--- src/rtl/mouse_bounds_sequencer.sv ---
// mouse_bounds_sequencer: round-robin sharing of the mouse config bus between menu and game clients
module mouse_bounds_sequencer #(
   parameter int CURSOR_SIZE = 16,
   parameter int X_LIM       = 1019,
   parameter int Y_LIM       = 763,
   parameter int GAP         = 0
) (
   input  logic        clk,
   input  logic        rst,
   input  logic [1:0]  req,
   input  logic [1:0]  recenter,
   input  logic [11:0] min_x0,
   input  logic [11:0] max_x0,
   input  logic [11:0] min_y0,
   input  logic [11:0] max_y0,
   input  logic [11:0] min_x1,
   input  logic [11:0] max_x1,
   input  logic [11:0] min_y1,
   input  logic [11:0] max_y1,
   output logic [11:0] value,
   output logic        setmax_x,
   output logic        setmax_y,
   output logic        setmin_x,
   output logic        setmin_y,
   output logic        setx,
   output logic        sety,
   output logic [1:0]  ack,
   output logic        busy
);
   typedef enum logic [1:0] {ST_IDLE, ST_LOAD, ST_WRITE, ST_GAP} state_t;
   localparam logic [12:0] CS = 13'(CURSOR_SIZE);
   localparam logic [12:0] XL = 13'(X_LIM);
   localparam logic [12:0] YL = 13'(Y_LIM);
   localparam logic [7:0]  GL = 8'(GAP - 1);
   state_t      state, nxt;
   logic        g, last_grant, rc, grant, gsel, done;
   logic [11:0] mnx, mxx, mny, mxy, wv, nval, cxh, cyh;
   logic [12:0] ax, ay, bx, by;
   logic [2:0]  idx;
   logic [7:0]  gcnt;
   logic [5:0]  str, nstr;
   logic [1:0]  nack;

   function automatic logic [12:0] lim_max(input logic [12:0] mn, input logic [12:0] mx, input logic [12:0] l);
      logic [12:0] t;
      t = (mx >= mn + CS) ? mx - CS : mn;
      return (t > l) ? l : t;
   endfunction

   assign grant = state == ST_IDLE && !busy && |req;
   assign gsel  = (req == 2'b10) | (req == 2'b11 & ~last_grant);
   assign ax    = lim_max({1'b0, mnx}, {1'b0, mxx}, XL);
   assign ay    = lim_max({1'b0, mny}, {1'b0, mxy}, YL);
   assign bx    = ({1'b0, mnx} > ax) ? ax : {1'b0, mnx};
   assign by    = ({1'b0, mny} > ay) ? ay : {1'b0, mny};
   assign cxh   = 12'((bx + ax) >> 1);
   assign cyh   = 12'((by + ay) >> 1);
   assign done  = idx == (rc ? 3'd5 : 3'd3);
   assign {sety, setx, setmin_y, setmin_x, setmax_y, setmax_x} = str;

   // state register
   always_ff @(posedge clk or negedge rst)
      if (!rst) state <= ST_IDLE;
      else state <= nxt;

   // next state: grant, capture, then walk the writes with optional idle gaps
   always_comb
      nxt = state == ST_IDLE  ? (grant ? ST_LOAD : ST_IDLE) :
            state == ST_LOAD  ? ST_WRITE :
            state == ST_WRITE ? (done ? ST_IDLE : (GAP == 0 ? ST_WRITE : ST_GAP)) :
                                (gcnt == GL ? ST_WRITE : ST_GAP);

   // output decode: strobe, data and ack for the write issued this cycle
   always_comb begin
      wv   = idx == 3'd0 ? ax[11:0] : idx == 3'd1 ? ay[11:0] : idx == 3'd2 ? bx[11:0] :
             idx == 3'd3 ? by[11:0] : idx == 3'd4 ? cxh : cyh;
      nstr = state == ST_WRITE ? 6'd1 << idx : 6'd0;
      nval = state == ST_WRITE ? wv : 12'd0;
      nack = (state == ST_WRITE && done) ? (g ? 2'b10 : 2'b01) : 2'b00;
   end

   // registered bus outputs; busy spans grant up to the cycle after ack
   always_ff @(posedge clk or negedge rst)
      if (!rst) begin
         str   <= 6'd0;
         value <= 12'd0;
         ack   <= 2'b00;
         busy  <= 1'b0;
      end else begin
         str   <= nstr;
         value <= nval;
         ack   <= nack;
         busy  <= grant ? 1'b1 : (|ack ? 1'b0 : busy);
      end

   // arbitration memory, bundle capture and write/gap counters
   always_ff @(posedge clk or negedge rst)
      if (!rst) begin
         g          <= 1'b0;
         last_grant <= 1'b1;
         {mnx, mxx, mny, mxy} <= '0;
         rc         <= 1'b0;
         idx        <= 3'd0;
         gcnt       <= 8'd0;
      end else begin
         if (grant) begin
            g          <= gsel;
            last_grant <= gsel;
         end
         if (state == ST_LOAD) begin
            mnx <= g ? min_x1 : min_x0;
            mxx <= g ? max_x1 : max_x0;
            mny <= g ? min_y1 : min_y0;
            mxy <= g ? max_y1 : max_y0;
            rc  <= recenter[g];
            idx <= 3'd0;
         end
         if (state == ST_WRITE) begin
            idx  <= idx + 3'd1;
            gcnt <= 8'd0;
         end
         if (state == ST_GAP) gcnt <= gcnt + 8'd1;
      end
endmodule
--- config.mk ---
export PLATFORM = sky130hd
export DESIGN_NAME = mouse_bounds_sequencer
export DESIGN_NICKNAME = d
export VERILOG_FILES = /design/src/rtl/mouse_bounds_sequencer.sv
export SDC_FILE = /design/constraint.sdc
export NUM_CORES = 1
export LEC_CHECK = 0
export BUFFER_PORTS_ARGS = -buffer_cell sky130_fd_sc_hd__buf_2
export CORE_ASPECT_RATIO = 1.1
export CORE_MARGIN = 2
export CORE_UTILIZATION = 40
export DETAILED_ROUTE_END_ITERATION = 7
export HOLD_SLACK_MARGIN = 0.02
export PLACE_DENSITY = 0.67
export SYNTH_ARGS = -nofsm -noshare
export SYNTH_HDL_FRONTEND = slang
export SYNTH_SLANG_ARGS = --single-unit
--- constraint.sdc ---
create_clock -name clk -period 7.2 [get_ports clk]
set_input_delay 1.44 -clock clk [delete_from_list [all_inputs] [get_ports clk]]
set_output_delay 1.44 -clock clk [all_outputs]
set_load 0.005 [all_outputs]
==> out/results.ini <==
[final_layout]
multi_input_area_sq_mm=0.00544
diodes=0
syn2layout_area_growth_pct=17.4
regArea_sq_mm=0.00214
drive_gt1_share_pct=18.1
nets=1256
fillers=1867
final_common_cell=buf_2
layout_common_cells=buf_2 (121), nor2_1 (95), a21oi_1 (92)

[detailed_routing]
wirelength_microns=22200
drc=0
ant_nets=0
drt-initial-drc-count=527
firstDrtPassIters=5
drt-vias-per-instance=5.68
via_count=7498
wl_per_cell_microns=16.8

[floorplan]
initial_core_util_pct=40.9
fp-row-count=53
io_pins=123
die_h_microns=151
dieArea_sq_mm=0.0207
coreArea_sq_mm=0.0192
die-width_microns=137

[global_route]
grt_pass1_vias=7052
grt_pass1_wl_microns=36100
grt_max_degree=92
antenna_found_initial=0
grt.total_usage_pct=22.3
grt_overflow=0

[status]
status=finished, final reports clean

[critical_path]
crit_path_start=mnx[8]
crit_fanout=8
slowest_stage=dfrtp_2
r2r-start=mnx[8]
r2r-end=value[11]
worstSetupStartpointType=register
max_stage_delay_ps=480
critPathRequiredTime_ps=7430
critPathCapture=value[11]
critical_path_class=register to register
reg2reg_depth=29
rrSetupSlack_ps=550
critPathCaptureType=register
worstPathArrival_ps=6880

[clock_tree]
clockBufferDepth=2
clk_latency_ps=350
clk_pin_slew_worst_paths_ps=70
clock-sinks=85
cts_tree=yes
hold_buffers=0
root_buffer=clkbuf_16
cts-htree-levels=3
numCtsBuffers=9

[synth]
seq_area_frac_synth_pct=27.2
syn-cell-area_sq_mm=0.00783
synthArstFlopShare_pct=100
synth_compound_area_share_pct=22.3
yosys_warnings=0
synth_cells=947
yosys.area_share.simple_pct=19.3
synth-adder-area-share_pct=13.9
synth_seq_cells=85
synth.avg_cell_area_sq_um=8.27
ys.flop_type=dfrtp_1
yosysUniqueCellTypes=78
synth_top_family_by_area=compound AO/OA/AOI/OAI gates
synthXorXnorAreaFrac_pct=3.92
synth_edf_count=0
synth.area.mux_share_pct=8.68

[hold_path]
worstHoldPathType=register to register
whs_path_depth=2

[sta]
timing.fmax_mhz=150
tightest_slew_ps=868
tns_ps=0
period_minus_slack_ps=6650
finalClockSkew_ps=7.16
finalHoldViolCount=0
finalMaxSlewViolations=0
setup_viol=0
rsz0062_at_grt=no
slew_headroom_pct=42.1
fin_crit_sh_pct=92.4

[place]
dp_hpwl_microns=17500
finalWeightedCongestion=0.958
io_buffers=122

[job]
cap_violations=0

[worst max-delay path, delay by kind of cell (launching register included)]
family	cells	cell delay, ps
AOI/OAI and AO/OA	12	2540
xor gates and xnor gates	1	180
adders and majority gates	3	950
buffers and inverters	3	540
DFF	1	480
muxes	1	330
and+or+nand+nor	9	1490
[area by class of cell]
class,count,share of cell area (%)
clock buffers,9,2.45
flip-flops and latches,85,23.2
well taps,247,3.36
multi-input cells,777,59.2
inverters,49,2.00
repair buffers,146,8.63
clock inverters,7,1.08
[Yosys cell counts, drive strengths merged, types with 4 or more instances]
library cell / instances / area share, %
o21ai: 42 / 2.7
clkbuf: 29 / 1.4
and2: 12 / 0.96
o211ai: 8 / 0.77
a221oi: 4 / 0.53
nor2b: 7 / 0.56
o2bb2ai: 4 / 0.45
nand3: 24 / 1.5
or3: 4 / 0.32
mux2: 4 / 0.58
buf: 13 / 0.83
a21o: 15 / 1.4
xnor2: 13 / 1.5
and3: 12 / 0.96
nor3b: 6 / 0.58
a211oi: 10 / 1.0
a211o: 7 / 0.78
o221ai: 5 / 0.56
nand4: 16 / 1.4
a21oi: 95 / 6.2
nand2: 79 / 3.8
a22oi: 9 / 0.86
a31oi: 12 / 1.2
nor4: 7 / 0.64
a21boi: 4 / 0.38
nand3b: 4 / 0.38
o22ai: 8 / 0.64
nand2b: 15 / 1.2
mux2i: 63 / 8.1
o21bai: 6 / 0.58
o21a: 10 / 0.96
xor2: 22 / 2.5
dfrtp: 84 / 27
nor2: 96 / 4.6
inv: 48 / 2.3
nor3: 22 / 1.4
ha: 84 / 13
[logic make-up (layout without fill, tap and decap cells)]
| family | Yosys count | count (layout) |
|---|---|---|
| buf+inv | 91 | 211 |
| compound gates | 267 | 267 |
| simple gates | 314 | 314 |
| mux | 67 | 67 |
| fa+ha+maj | 86 | 86 |
| flops | 85 | 85 |
| xor+xnor | 35 | 35 |
| other cells | 2 | 8 |
[repair_timing]
action	CTS	global route
gates resized for setup	0	17
buffers inserted	0	4
endpoints found under the setup margin	0	5
hold endpoints to repair	0	0
[registers in the layout (all words and copies together), names as in the netlist]
register and flops:
ack 2, busy 1, g 1, gcnt 8, idx 3, last_grant 1, mnx 12, mny 12
mxx 12, mxy 12, rc 1, state 2, str 6, value 12
[per-stage QoR]
| step | util (%) | std cells | hold slack, ps | area, sq um | worst slack, ps |
|---|---|---|---|---|---|
| after floorplan | - | 953 | 457 | 7850 | 963 |
| after global placement | 45.7 | 1300 | 484 | 8760 | 249 |
| after detailed placement | 45.7 | 1300 | 491 | 8760 | 149 |
| after CTS | 47.4 | 1316 | 501 | 9090 | 131 |
| after global routing | 47.9 | 1320 | 522 | 9190 | 9.92 |
| final | 47.9 | 1320 | 500 | 9190 | 550 |
[layer usage]
metal  routed length [microns]  global-route usage [%]  vias to the layer above
li1                          -                       -                     3696
met1                      9890                    29.9                     3512
met5                         0                       0                        -
met3                      1350                    3.40                       50
met2                     10200                    35.7                      240
met4                       774                    9.18                        0
[how the worst min path moves through the flow]
stage                       endpoint  slack (ps)  startpoint
final                     last_grant         500  last_grant
after CTS                 last_grant         500  last_grant
after global routing         gcnt[7]         520     gcnt[7]
after floorplan              gcnt[7]         460     gcnt[7]
after global placement    last_grant         480  last_grant
after detailed placement  last_grant         490  last_grant
Power is not shown: default switching activity piles up to over one toggle a cycle in this logic, so the estimate is an artifact.
